## src/rtl/pwm8_demo_pkg.sv

```systemverilog
// Shared constants, sequencer state type and the duty script for the 8-bit PWM demo.
package pwm8_demo_pkg;

    localparam int PWM_PERIOD  = 255;
    localparam int WRITE_PHASE = 127;
    localparam int NUM_STEPS   = 5;
    localparam int NUM_MULTI   = 3;

    typedef enum logic [1:0] {
        ST_IDLE,
        ST_WRITE,
        ST_HOLD,
        ST_DONE
    } seq_state_t;

    typedef struct packed {
        logic [7:0]                 duty_s;
        logic [NUM_MULTI-1:0][7:0]  duty_m;
        logic [3:0]                 hold;
    } step_t;

    // duty_m is packed as {multi[2], multi[1], multi[0]}
    localparam step_t SCRIPT [NUM_STEPS] = '{
        '{duty_s: 8'h00, duty_m: {8'h00, 8'h00, 8'h00}, hold: 4'd2},
        '{duty_s: 8'h80, duty_m: {8'hFF, 8'h40, 8'h00}, hold: 4'd2},
        '{duty_s: 8'hFF, duty_m: {8'hFE, 8'h80, 8'h01}, hold: 4'd2},
        '{duty_s: 8'h01, duty_m: {8'h80, 8'h00, 8'hFF}, hold: 4'd2},
        '{duty_s: 8'h00, duty_m: {8'h00, 8'h00, 8'h00}, hold: 4'd1}
    };

    function automatic int prescale_div(input int clk_hz, input int tick_hz);
        int ratio;
        ratio = clk_hz / tick_hz;
        return (ratio < 1) ? 1 : ratio;
    endfunction

endpackage

```

## src/rtl/pwm8_demo_top_channel.sv

```systemverilog
// One PWM compare channel driven by the shared period counter.
// G_NORUNT defers new duties to the period start; G_INVERT flips the registered output.
module pwm8_channel
    import pwm8_demo_pkg::*;
#(
    parameter bit G_NORUNT = 1'b0,
    parameter bit G_INVERT = 1'b0
) (
    input  logic       clk,
    input  logic       rst_n,
    input  logic       tick,
    input  logic [7:0] count,
    input  logic       wr,
    input  logic [7:0] duty,
    output logic       pwm
);

    logic [7:0] duty_pend;
    logic [7:0] duty_cmp;

    // Writes are only meaningful on a count step, so they are qualified by tick
    always_ff @(posedge clk) begin
        if (!rst_n) begin
            duty_pend <= 8'd0;
        end else if (wr && tick) begin
            duty_pend <= duty;
        end
    end

    generate
        if (G_NORUNT) begin : g_norunt
            logic [7:0] duty_act;

            // Promote the pending duty on the step that wraps the counter back to 0
            always_ff @(posedge clk) begin
                if (!rst_n) begin
                    duty_act <= 8'd0;
                end else if (tick && (count == 8'(PWM_PERIOD - 1))) begin
                    duty_act <= duty_pend;
                end
            end

            assign duty_cmp = duty_act;
        end else begin : g_runt
            assign duty_cmp = duty_pend;
        end
    endgenerate

    always_ff @(posedge clk) begin
        if (!rst_n) begin
            pwm <= G_INVERT;
        end else begin
            pwm <= (count < duty_cmp) ^ G_INVERT;
        end
    end

endmodule

```

## src/rtl/pwm8_demo_top.sv

```systemverilog
// Self-running PWM demo: prescaler, shared 0..254 period counter, scripted sequencer
// and six compare channels (runt, no-runt, inverted no-runt, three-channel bank).
module pwm8_demo_top
    import pwm8_demo_pkg::*;
#(
    parameter int G_CLK_FREQ_HZ = 100_000_000,
    parameter int G_PWM_TICK_HZ = 10_000_000
) (
    input  logic       i_clk,
    input  logic       i_rst,
    output logic       o_pwm_sr,
    output logic       o_pwm_sn,
    output logic       o_pwm_si,
    output logic [2:0] o_pwm_multi,
    output logic       o_done
);

    localparam int PRESCALE = prescale_div(G_CLK_FREQ_HZ, G_PWM_TICK_HZ);
    localparam int PRESC_W  = (PRESCALE > 1) ? $clog2(PRESCALE) : 1;

    logic [PRESC_W-1:0] presc_cnt;
    logic               tick;
    logic [7:0]         count;
    logic               phase_tick;
    logic               wrap_tick;

    seq_state_t state;
    seq_state_t state_next;
    logic [2:0] step_idx;
    logic [3:0] hold_cnt;
    logic       wr;
    logic       hold_dec;
    logic       step_inc;
    step_t      cur_step;

    assign tick       = (presc_cnt == PRESC_W'(PRESCALE - 1));
    assign phase_tick = tick && (count == 8'(WRITE_PHASE - 1));
    assign wrap_tick  = tick && (count == 8'(PWM_PERIOD - 1));
    assign cur_step   = SCRIPT[step_idx];

    always_ff @(posedge i_clk) begin
        if (!i_rst) begin
            presc_cnt <= '0;
        end else if (tick) begin
            presc_cnt <= '0;
        end else begin
            presc_cnt <= presc_cnt + 1'b1;
        end
    end

    always_ff @(posedge i_clk) begin
        if (!i_rst) begin
            count <= 8'd0;
        end else if (tick) begin
            count <= (count == 8'(PWM_PERIOD - 1)) ? 8'd0 : count + 8'd1;
        end
    end

    // The write lands on the step that brings the counter to WRITE_PHASE, mid-period
    always_comb begin
        state_next = state;
        wr         = 1'b0;
        hold_dec   = 1'b0;
        step_inc   = 1'b0;
        case (state)
            ST_IDLE: begin
                state_next = ST_WRITE;
            end
            ST_WRITE: begin
                if (phase_tick) begin
                    wr         = 1'b1;
                    state_next = ST_HOLD;
                end
            end
            ST_HOLD: begin
                if (wrap_tick) begin
                    if (hold_cnt == 4'd1) begin
                        if (step_idx == 3'(NUM_STEPS - 1)) begin
                            state_next = ST_DONE;
                        end else begin
                            step_inc   = 1'b1;
                            state_next = ST_WRITE;
                        end
                    end else begin
                        hold_dec = 1'b1;
                    end
                end
            end
            ST_DONE: begin
                state_next = ST_DONE;
            end
            default: begin
                state_next = ST_IDLE;
            end
        endcase
    end

    always_ff @(posedge i_clk) begin
        if (!i_rst) begin
            state    <= ST_IDLE;
            step_idx <= 3'd0;
            hold_cnt <= 4'd0;
            o_done   <= 1'b0;
        end else begin
            state <= state_next;
            if (wr) begin
                hold_cnt <= cur_step.hold;
            end else if (hold_dec) begin
                hold_cnt <= hold_cnt - 4'd1;
            end
            if (step_inc) begin
                step_idx <= step_idx + 3'd1;
            end
            o_done <= (state_next == ST_DONE);
        end
    end

    pwm8_channel #(.G_NORUNT(1'b0), .G_INVERT(1'b0)) u_sr (
        .clk   (i_clk),
        .rst_n (i_rst),
        .tick  (tick),
        .count (count),
        .wr    (wr),
        .duty  (cur_step.duty_s),
        .pwm   (o_pwm_sr)
    );

    pwm8_channel #(.G_NORUNT(1'b1), .G_INVERT(1'b0)) u_sn (
        .clk   (i_clk),
        .rst_n (i_rst),
        .tick  (tick),
        .count (count),
        .wr    (wr),
        .duty  (cur_step.duty_s),
        .pwm   (o_pwm_sn)
    );

    pwm8_channel #(.G_NORUNT(1'b1), .G_INVERT(1'b1)) u_si (
        .clk   (i_clk),
        .rst_n (i_rst),
        .tick  (tick),
        .count (count),
        .wr    (wr),
        .duty  (cur_step.duty_s),
        .pwm   (o_pwm_si)
    );

    for (genvar i = 0; i < NUM_MULTI; i++) begin : g_multi
        pwm8_channel #(.G_NORUNT(1'b1), .G_INVERT(1'b0)) u_multi (
            .clk   (i_clk),
            .rst_n (i_rst),
            .tick  (tick),
            .count (count),
            .wr    (wr),
            .duty  (cur_step.duty_m[i]),
            .pwm   (o_pwm_multi[i])
        );
    end

endmodule

```

## config.mk

```make
export PLATFORM = sky130hd
export DESIGN_NAME = pwm8_demo_top
export DESIGN_NICKNAME = d
export VERILOG_FILES = /design/src/rtl/pwm8_demo_pkg.sv /design/src/rtl/pwm8_demo_top_channel.sv /design/src/rtl/pwm8_demo_top.sv
export SDC_FILE = /design/constraint.sdc
export NUM_CORES = 1
export LEC_CHECK = 0
export ABC_CLOCK_PERIOD_IN_PS = 5100
export BUFFER_PORTS_ARGS = -buffer_cell sky130_fd_sc_hd__buf_2
export CAP_MARGIN = 40
export CORE_MARGIN = 2
export CORE_UTILIZATION = 50
export CTS_CLUSTER_DIAMETER = 120
export DETAILED_ROUTE_END_ITERATION = 7
export GPL_TIMING_DRIVEN = 0
export PLACE_DENSITY_LB_ADDON = 0.25
export RECOVER_POWER = 25
export SLEW_MARGIN = 15
export SYNTH_ARGS = -nofsm -noshare
export SYNTH_HDL_FRONTEND = slang
export SYNTH_SLANG_ARGS = --single-unit
```

## constraint.sdc

```tcl
create_clock -name i_clk -period 5.1 [get_ports i_clk]
set_clock_uncertainty 0.2 [all_clocks]
set_input_delay 0.255 -clock i_clk [delete_from_list [all_inputs] [get_ports i_clk]]
set_output_delay 0.255 -clock i_clk [all_outputs]
set_load 0.02 [all_outputs]
```

==> metrics.md, run 1 <==
| Metric | Value |
|---|---|
| Main synth FF type | `dfxtp_1` |
| Detailed router's first-iteration violation count | `51` |
| Setup CP Type | `register to register` |
| Mean area per synthesized cell | `8.80 sq um` |
| CP max-delay cell | `dfxtp_1` |
| CP Data Arrival Time | `2.40 ns` |
| Synth async-reset ratio | `0` |
| Dpl cells | `353` |
| Most common cell in the synthesized netlist | `ha_1` |
| FF-to-FF Start | `count[1]` |
| Post-synthesis net count | `321` |
| IO Pins | `9` |
| # setup viols final | `0` |
| Leading cell types by count after synthesis | `ha_1, dfxtp_1, nand2_1` |
| Hold path cells | `3` |
| Total GRT Usage | `0.199` |
| Status | `completed` |
| Clock slew at reported path FFs | `0.08 ns` |
| # fillers | `442` |
| CTS sink count | `40` |
| Die Wd | `73.9 microns` |
| Fin cells | `about 360` |
| NumNets Final | `336` |
| Hold_buf cts | `0` |
| Min-Delay Path Class | `input port to register` |
| Max Cap Violations | `0` |
| Synth area leader | `dfxtp_1` |
| Core area | `4720 sq um` |
| CP Capture Type | `register` |
| Tot Pwr | `611 uW` |
| Crit start category | `register` |
| Final TNS setup | `0 ns` |
| Worst vdd ir | `0.213 mV` |
| Initial antenna violation count | `0` |
| Fin. Hold Viols | `0` |
| CTS tree | `done` |
| WL final | `~4700 microns` |
| Post-synth cell types | `39` |
| Final min period | `2.43 ns` |
| First-pass GRT wire length | `8440 microns` |
| Max FO, Critical Path | `9` |
| Top post-synthesis cells by area | `dfxtp_1, ha_1, nand2_1` |
| Max-slew headroom | `0.633` |
| Die ar. | `around 5500 sq um` |
| Hold Path Sink | `g_multi[2].u_multi.pwm` |
| Via Count | `between 1500 and 2000` |
| Area grow syn2layout | `9.62%` |
| Most frequent CP cell | `nand2_1` |
| Leak | `1.07 nW` |
| Slowest stage delay, CP | `approximately 0.53 ns` |
| Die H | `73.9 microns` |
| Root Driver | `clkbuf_8` |
| CP delay by family, top | `simple AND/OR/NAND/NOR gates` |
| R2R Setup Slk | `2.67 ns` |
| Vias in the first global route | `1867` |
| Routed Antenna Nets | `0` |
| PortBufs | `8` |
| CTS Buffer Depth | `2` |
| DRT Pass-1 Iters | `4` |
| Top cell type's share of synthesized area | `0.327` |
| Slew Viols, Final | `0` |
| Critical-path cell list | `ha_1, nand3_1, nor3_2, nand2_1, nand2_1, nor2_1` |
| Share of layout cells above drive strength 1 | `0.0646` |
| GRT Residual Overflow | `0` |
| Worst slew pin tran | `0.547 ns` |
| CP Buf/Inv Count | `0` |
| Initial Utilization | `0.518` |
| Largest net degree at the start of global routing | `14` |
| Post-CTS resize count | `0` |
| Netlist Area Pre-Place | `about 2400 sq um` |
| Worst Path Required | `just over 5 ns` |
| Synth Register Bits | `40` |
| Post-synth EDFFs | `0` |
| Hold path start | `i_rst` |
| Dpl hpwl | `3570 microns` |
| Mapped Cells | `between 200 and 300` |
| # diodes | `0` |
| Avg Vias per Cell | `slightly above 5` |
| # DRC | `0` |
| Clock latency on the worst-skew pair | `0.29 ns` |
| Period Utilization, post-route | `0.476` |
| H-tree levels | `2` |
| Num rows | `25` |
| CTS Buf Count | `5` |
| Post-CTS setup buffers | `0` |
| Ys Warns | `0` |
| Register area share after synthesis | `0.327` |
| Post-DR wirelength/cell | `around 13 microns` |
| Reg2Reg Depth | `6` |
| RSZ-0062 raised after global routing | `false` |
| Pwr/cell area | `228 nW/um^2` |
| Routability Congestion | `between 0.7 and 0.8` |
| Fmax | `412 MHz` |
| Worst flop-to-flop path endpoint | `count[4]` |
-- worst max path at each step --
stage / from / end / slack (ns) / cells past startpoint
4_1_cts: count[1] / count[4] / 2.63 / 6
5_1_grt: count[1] / count[5] / 2.44 / 6
3_5_place_dp: count[1] / count[4] / 2.67 / 6
2_1_floorplan: count[1] / hold_cnt[1] / 3.03 / 6
3_3_place_gp: count[1] / count[3] / 2.68 / 6
6_report: count[1] / count[4] / 2.67 / 6
-- logic make-up after synthesis --
| logic type | count (synthesis) | synth area share |
|---|---|---|
| buffers and inverters | 24 | 0.0419 |
| xor gates and xnor gates | 12 | 0.0430 |
| adders and majority gates | 41 | 0.210 |
| DFF | 40 | 0.327 |
| AOI/OAI and AO/OA | 59 | 0.157 |
| and+or+nand+nor | 102 | 0.221 |
-- report_power, final --
part           total (mW)  internal, mW  switching [mW]
logic              0.0177       0.00728          0.0104
registers           0.317         0.314         0.00240
clock network       0.277         0.160           0.117
-- worst register-to-register path, stage by stage, from the launching register on --
cell     delay, ns
dfxtp_1       0.53
ha_1          0.21
nand3_1       0.19
nor3_2        0.53
nand2_1       0.29
nand2_1       0.28
nor2_1        0.08
-- placed cells by master (no fill, tap or decap), types with 12 or more instances in the layout --
cell and instances:
ha_1 41, dfxtp_1 40, nand2_1 33, nor2_1 18
nand3_1 18, inv_1 15, a21boi_0 15, a21oi_1 14
clkbuf_1 13, o21ai_0 12
-- layout make-up --
class                           count  area [sq um]  area share
Multi-Input combinational cell    214          1540       0.575
Sequential cell                    40           801       0.299
Tap cell                           67          83.8      0.0313
Buffer                              9          46.3      0.0173
Clock buffer                        6          82.6      0.0308
Inverter                           15          56.3      0.0210
Timing Repair Buffer                8          30.0      0.0112
Clock inverter                      2          38.8      0.0145
-- flip-flops by register name (all words and copies together) (netlist names), 2 cells and up --
name                       cells
count                          8
g_multi.u_multi.duty_cmp       4
step_idx                       3
presc_cnt                      4
u_si.duty_cmp                  2
g_multi.u_multi.duty_pend      5
hold_cnt                       4
g_multi.u_multi.pwm            3
state                          2
-- routing by layer --
layer | track usage | part of all wire | vias up
met3 | 0.0528 | 0.025 | 4
met1 | 0.253 | 0.49 | 857
li1 | - | - | 995
met5 | 0 | 0 | -
met4 | 0.0485 | 0.0061 | 0
met2 | 0.337 | 0.48 | 19
-- through the flow --
| stage | instance area (sq um) | utilization | worst slack, ns | hold slack, ns |
|---|---|---|---|---|
| floorplan | 2450 | - | 3.03 | 0.233 |
| global placement | 2570 | 0.544 | 2.68 | 0.251 |
| detailed placement | 2570 | 0.544 | 2.67 | 0.256 |
| CTS | 2690 | 0.570 | 2.63 | 0.131 |
| global route | 2680 | 0.568 | 2.44 | 0.213 |
| finish | 2680 | 0.568 | 2.67 | 0.179 |
Power figures use the tool's default switching activity.
==> run 2, diff against run 1 <==
--- a/config.mk
+++ b/config.mk
@@ -5,7 +5,7 @@
 export SDC_FILE = /design/constraint.sdc
 export NUM_CORES = 1
 export LEC_CHECK = 0
-export ABC_CLOCK_PERIOD_IN_PS = 5100
+export ABC_CLOCK_PERIOD_IN_PS = 2490
 export BUFFER_PORTS_ARGS = -buffer_cell sky130_fd_sc_hd__buf_2
 export CAP_MARGIN = 40
 export CORE_MARGIN = 2
==> constraint.sdc (replaced) <==
create_clock -name i_clk -period 2.49 [get_ports i_clk]
set_clock_uncertainty 0.2 [all_clocks]
set_input_delay 0.1245 -clock i_clk [delete_from_list [all_inputs] [get_ports i_clk]]
set_output_delay 0.1245 -clock i_clk [all_outputs]
set_load 0.02 [all_outputs]
==> run 2 against run 1 <==
  * Via count grew 0.21%
  * Critical path depth is the same
  * Register-to-register slack lost 2.4 ns
  * Fmax grew 7.1%
  * Die area is the same
  * Combinational power grew 110%
  * Critical path type unchanged
==> metrics.md, run 2 (synthesis gave the netlist of run 1 again) <==
| Metric | Value |
|---|---|
| Status | `completed` |
| Max FO, Critical Path | `7` |
| Footprint of the multi-input gates | `1550 sq um` |
| Dpl hpwl | `approximately 3600 microns` |
| Worst flop-to-flop path endpoint | `hold_cnt[1]` |
| Vias in the first global route | `1867` |
| PnR worst setup slack | `approximately 0.22 ns` |
| Critical Path Source | `count[5]` |
| Post-CTS setup buffers | `0` |
| Setup CP Type | `register to register` |
| IO Pins | `9` |
| Routed Antenna Nets | `0` |
| DP Area | `around 2600 sq um` |
| Finished Core Util | `0.569` |
| NumNets Final | `between 300 and 400` |
| DRT Pass-1 Iters | `4` |
| Max Cap Violations | `0` |
| Clk network pwr share | `0.452` |
| # fillers | `441` |
| Final TNS setup | `0 ns` |
| Worst slew pin tran | `0.518 ns` |
| Post-DR wirelength/cell | `13.1 microns` |
| Final Cell Area | `2690 sq um` |
| Total GRT Usage | `0.199` |
| CTS Buf Count | `5` |
| Initial antenna violation count | `0` |
| Fin. Hold Viols | `0` |
| Leak | `1.09 nW` |
| Root Driver | `clkbuf_8` |
| Slew Viols, Final | `0` |
| Share of layout cells above drive strength 1 | `0.0680` |
| CTS tree | `done` |
| Sw frac | `0.211` |
| Largest net degree at the start of global routing | `14` |
| Via Count | `1879` |
| Most frequent cells in the layout | `ha_1, dfxtp_1, nand2_1` |
| Hold path start | `i_rst` |
| Fmax | `441 MHz` |
| Worst Hold Slack | `0.0490 ns` |
| Avg Vias per Cell | `5.20` |
| CTS sink count | `40` |
| CP Capture Type | `register` |
| Die ar. | `roughly 5500 sq um` |
| WL final | `between 4000 and 5000 microns` |
| Crit start category | `register` |
| # DRC | `0` |
| Clock slew at reported path FFs | `0.08 ns` |
| P_int | `987 uW` |
| Reg power frac | `0.519` |
| # setup viols final | `0` |
| Worst vdd ir | `0.436 mV` |
| CP Data Arrival Time | `between 2 and 2.5 ns` |
| Period Utilization, post-route | `0.910` |
| Initial Utilization | `0.518` |
| Hold Path Sink | `g_multi[2].u_multi.pwm` |
| Fin cells | `361` |
| First-pass GRT wire length | `8440 microns` |
| Max FFs per register | `8` |
| Tot Pwr | `1.25 mW` |
| Clock latency on the worst-skew pair | `0.29 ns` |
| Commonest non-fill, non-tap cell in the layout | `ha_1` |
| H-tree levels | `2` |
| Max-slew headroom | `0.655` |
| Reg2Reg Depth | `6` |
| # diodes | `0` |
| Hold path cells | `3` |
| Net Sw Power | `264 uW` |
| Dpl ws | `0.0596 ns` |
| FF-to-FF Start | `count[5]` |
| Area grow syn2layout | `9.92%` |
| Hold_buf cts | `0` |
| Comb pwr share | `0.029` |
| Top Registers | `count (8), g_multi.u_multi.duty_pend (5)` |
| PortBufs | `8` |
| Dpl cells | `roughly 350` |
| CTS Buffer Depth | `2` |
| Die H | `73.9 microns` |
| FF/Latch Area | `802 sq um` |
| Final min period | `2.27 ns` |
| Routability Congestion | `0.761` |
| Detailed router's first-iteration violation count | `44` |
| Pwr/cell area | `465 nW/um^2` |
| Most flop-heavy register | `count` |
| GRT Residual Overflow | `0` |
| R2R Setup Slk | `0.22 ns` |
| Die Wd | `~74 microns` |
| Num rows | `25` |
| RSZ-0062 raised after global routing | `false` |
| Core area | `4720 sq um` |
| Min-Delay Path Class | `input port to register` |
| Worst Path Required | `between 2 and 2.5 ns` |
## run 2: critical path: stages, from the launching register on
cell	delay, ns
dfxtp_1	0.55
nand3_1	0.30
nor2_1	0.27
and3_1	0.19
clkbuf_1	0.26
nor4b_1	0.11
a311o_1	0.28
## run 2: how the worst max path moves through the flow
stage / to / slack, ns / cells after the start
6_report: hold_cnt[1] / 0.22 / 6
5_1_grt: hold_cnt[1] / 0.08 / 8
4_1_cts: count[4] / 0.02 / 6
3_5_place_dp: count[4] / 0.06 / 6
3_3_place_gp: count[3] / 0.07 / 6
2_1_floorplan: hold_cnt[1] / 0.42 / 6
## run 2: area by class of cell
type	count	share of cell area
Inverter	15	0.0209
Multi-Input combinational cell	214	0.576
Clock inverter	2	0.0144
Clock buffer	6	0.0307
Tap cell	67	0.0312
Timing Repair Buffer	8	0.0112
Buffer	9	0.0172
Sequential cell	40	0.298
## run 2: routing by layer
layer / part of all wire / global-route usage / wire, microns
met5: 0 / 0 / 0
met4: 0.0062 / 0.0485 / 29
met3: 0.025 / 0.0528 / 119
met2: 0.48 / 0.337 / 2260
met1: 0.49 / 0.253 / 2310
## run 2: power groups by stage
stage / clock [mW] / combinational, mW / sequential (mW)
3_5_place_dp: 0 / 0.0365 / 0.664
4_1_cts: 0.579 / 0.0366 / 0.649
3_3_place_gp: 0 / 0.0360 / 0.664
5_1_grt: 0.608 / 0.0410 / 0.650
6_report: 0.565 / 0.0363 / 0.649
2_1_floorplan: 0 / 0.0276 / 0.663
## run 2: timing repair
action / CTS / global route
endpoints found under the setup margin: 0 / 10
endpoints found under the hold margin: 0 / 0
gates resized for setup: 0 / 2
==> run 3, diff against run 2 <==
--- a/config.mk
+++ b/config.mk
@@ -5,7 +5,7 @@
 export SDC_FILE = /design/constraint.sdc
 export NUM_CORES = 1
 export LEC_CHECK = 0
-export ABC_CLOCK_PERIOD_IN_PS = 2490
+export ABC_CLOCK_PERIOD_IN_PS = 2100
 export BUFFER_PORTS_ARGS = -buffer_cell sky130_fd_sc_hd__buf_2
 export CAP_MARGIN = 40
 export CORE_MARGIN = 2
@@ -13,6 +13,7 @@
 export CTS_CLUSTER_DIAMETER = 120
 export DETAILED_ROUTE_END_ITERATION = 7
 export GPL_TIMING_DRIVEN = 0
+export HOLD_SLACK_MARGIN = 0.08
 export PLACE_DENSITY_LB_ADDON = 0.25
 export RECOVER_POWER = 25
 export SLEW_MARGIN = 15
==> constraint.sdc (replaced) <==
create_clock -name i_clk -period 2.1 [get_ports i_clk]
set_clock_uncertainty 0.2 [all_clocks]
set_input_delay 0.105 -clock i_clk [delete_from_list [all_inputs] [get_ports i_clk]]
set_output_delay 0.105 -clock i_clk [all_outputs]
set_load 0.02 [all_outputs]
==> run 3 against run 2 <==
  * Critical path depth grew 1
  * Clock-buffer cell count did not move
  * Utilization is 1.9 points higher
  * Via count is 1.6% higher
  * Sequential power up 18%
  * Final area is 3.3% higher
  * Fmax rose by 14%
  * Sequential share of layout area fell by 0.55 points
  * First-iteration DRC count rose by 16%
  * Cell count rose by 1.1%
  * Die area stayed put
==> metrics.md, run 3 (synthesis gave the netlist of run 1 again) <==
| Metric | Value |
|---|---|
| Min-Delay Path Class | `register to register` |
| CTS tree | `done` |
| Avg Vias per Cell | `between 5 and 6` |
| Post-DR wirelength/cell | `13.3 microns` |
| Max FO, Critical Path | `8` |
| Pwr/cell area | `roughly 540 nW/um^2` |
| Root Driver | `clkbuf_8` |
| GRT Residual Overflow | `0` |
| Commonest non-fill, non-tap cell in the layout | `ha_1` |
| Slowest stage delay, CP | `0.37 ns` |
| Net Sw Power | `316 uW` |
| Fmax | `501 MHz` |
| DRT Pass-1 Iters | `4` |
| Leak | `1.12 nW` |
| RSZ-0062 raised after global routing | `false` |
| Setup CP Type | `register to register` |
| CP Data Arrival Time | `1.98 ns` |
| WL final | `~4900 microns` |
| PortBufs | `8` |
| Period Utilization, post-route | `0.950` |
| H-tree levels | `2` |
| IO Pins | `9` |
| CP Capture Type | `register` |
| Clock latency on the worst-skew pair | `0.29 ns` |
| Via Count | `1910` |
| CTS Buffer Depth | `2` |
| Crit start category | `register` |
| Worst Path Required | `roughly 2.1 ns` |
| # setup viols final | `0` |
| Most flop-heavy register | `count` |
| # DRC | `0` |
| Fin. Hold Viols | `0` |
| # fillers | `427` |
| Routability Congestion | `0.761` |
| Initial antenna violation count | `0` |
| Detailed router's first-iteration violation count | `51` |
| Comb pwr share | `0.031` |
| Max-slew headroom | `0.653` |
| Max Cap Violations | `0` |
| P_int | `about 1.2 mW` |
| Sw frac | `0.213` |
| Reg power frac | `0.517` |
| Die H | `73.9 microns` |
| Worst Hold Slack | `0.266 ns` |
| Slew Viols, Final | `0` |
| Vias in the first global route | `1890` |
| Area grow syn2layout | `13.6%` |
| Worst slew pin tran | `around 0.52 ns` |
| Worst vdd ir | `approximately 0.52 mV` |
| CP max-delay cell | `dfxtp_2` |
| NumNets Final | `340` |
| Initial Utilization | `0.518` |
| CTS sink count | `40` |
| # diodes | `0` |
| Total GRT Usage | `0.203` |
| First-pass GRT wire length | `8580 microns` |
| Die Wd | `73.9 microns` |
| Routed Antenna Nets | `0` |
| CTS Buf Count | `5` |
| Fin cells | `365` |
| Top Registers | `count (8), g_multi.u_multi.duty_pend (5)` |
| Dpl cells | `353` |
| Die ar. | `5470 sq um` |
| Clk network pwr share | `0.452` |
| Share of layout cells above drive strength 1 | `0.128` |
| Max FFs per register | `8` |
| Final min period | `1.99 ns` |
| Status | `completed` |
| Num rows | `25` |
| Largest net degree at the start of global routing | `14` |
| Critical-path cell list | `inv_1, ha_1, nand3_4, nor4_4, nand2_2, and4_4, a311o_1` |
| Most frequent cells in the layout | `ha_1, nand2_1, dfxtp_1` |
| Dpl hpwl | `3570 microns` |
| Core area | `4720 sq um` |
| Clock slew at reported path FFs | `0.08 ns` |
run 3: cell types whose count changed in the layout (fill, tap and decap cells not counted), sizes merged:
cell	delta
buf	+4
dlygate4sd3	+1
clkbuf	-1
run 3: per-layer routing:
metal | track usage | share of wire | vias up
met1 | 0.256 | 0.48 | 882
met5 | 0 | 0 | -
met3 | 0.0528 | 0.022 | 4
li1 | - | - | 1006
met2 | 0.346 | 0.49 | 18
met4 | 0.0485 | 0.0064 | 0
run 3: path summary, 6_finish.rpt:
path                                                     start                             end  slack [ns]  cells past startpoint
worst min register to register  g_multi[2].u_multi.duty_cmp[6]  g_multi[2].u_multi.duty_cmp[6]        0.27                      2
worst max register to register                        count[0]                     hold_cnt[1]        0.11                      7
worst max-delay path                                  count[0]                     hold_cnt[1]        0.11                      7
worst min-delay path            g_multi[2].u_multi.duty_cmp[6]  g_multi[2].u_multi.duty_cmp[6]        0.27                      2
run 3: power groups by stage:
stage | combinational, mW | clock, mW | sequential (mW)
detailed placement | 0.0433 | 0 | 0.787
global placement | 0.0426 | 0 | 0.787
finish | 0.0462 | 0.673 | 0.768
CTS | 0.0449 | 0.686 | 0.769
global route | 0.0516 | 0.721 | 0.770
floorplan | 0.0327 | 0 | 0.786
run 3: critical path, delay by kind of cell, from the launching register on:
kind                       cells  cell delay [ns]
adders and majority gates      1             0.20
AOI/OAI and AO/OA              1             0.31
DFF                            1             0.37
buffers and inverters          1             0.08
and+or+nand+nor                4             0.75
run 3: metrics by stage:
step           total power, mW   util  worst slack, ns  instance area [sq um]  TNS [ns]
2_1_floorplan            0.819      -           0.0257                   2450         0
3_3_place_gp             0.830  0.544           -0.323                   2570     -4.16
3_5_place_dp             0.831  0.544           -0.330                   2570     -4.21
4_1_cts                   1.50  0.582           0.0102                   2750         0
5_1_grt                   1.54  0.588          0.00287                   2780         0
6_report                  1.49  0.588            0.106                   2780         0
run 3: cell type report:
| class | count | area (sq um) | share of cell area |
|---|---|---|---|
| buffer | 8 | 45.0 | 0.0162 |
| clock buffer | 6 | 82.6 | 0.0297 |
| clock inverter | 2 | 38.8 | 0.0140 |
| inverter | 15 | 56.3 | 0.0203 |
| multi-input combinational | 214 | 1590 | 0.571 |
| sequential | 40 | 813 | 0.293 |
| tap | 67 | 83.8 | 0.0302 |
| timing repair buffer | 13 | 71.3 | 0.0257 |
run 3: what timing repair did:
| action | 4_1_cts | 5_1_grt |
|---|---|---|
| hold endpoints to repair | 3 | 0 |
| resized for setup | 10 | 9 |
| endpoints found under the setup margin | 26 | 4 |
| hold buffers | 1 | 0 |
| setup buffers | 4 | 0 |
| pin swaps | 2 | 1 |
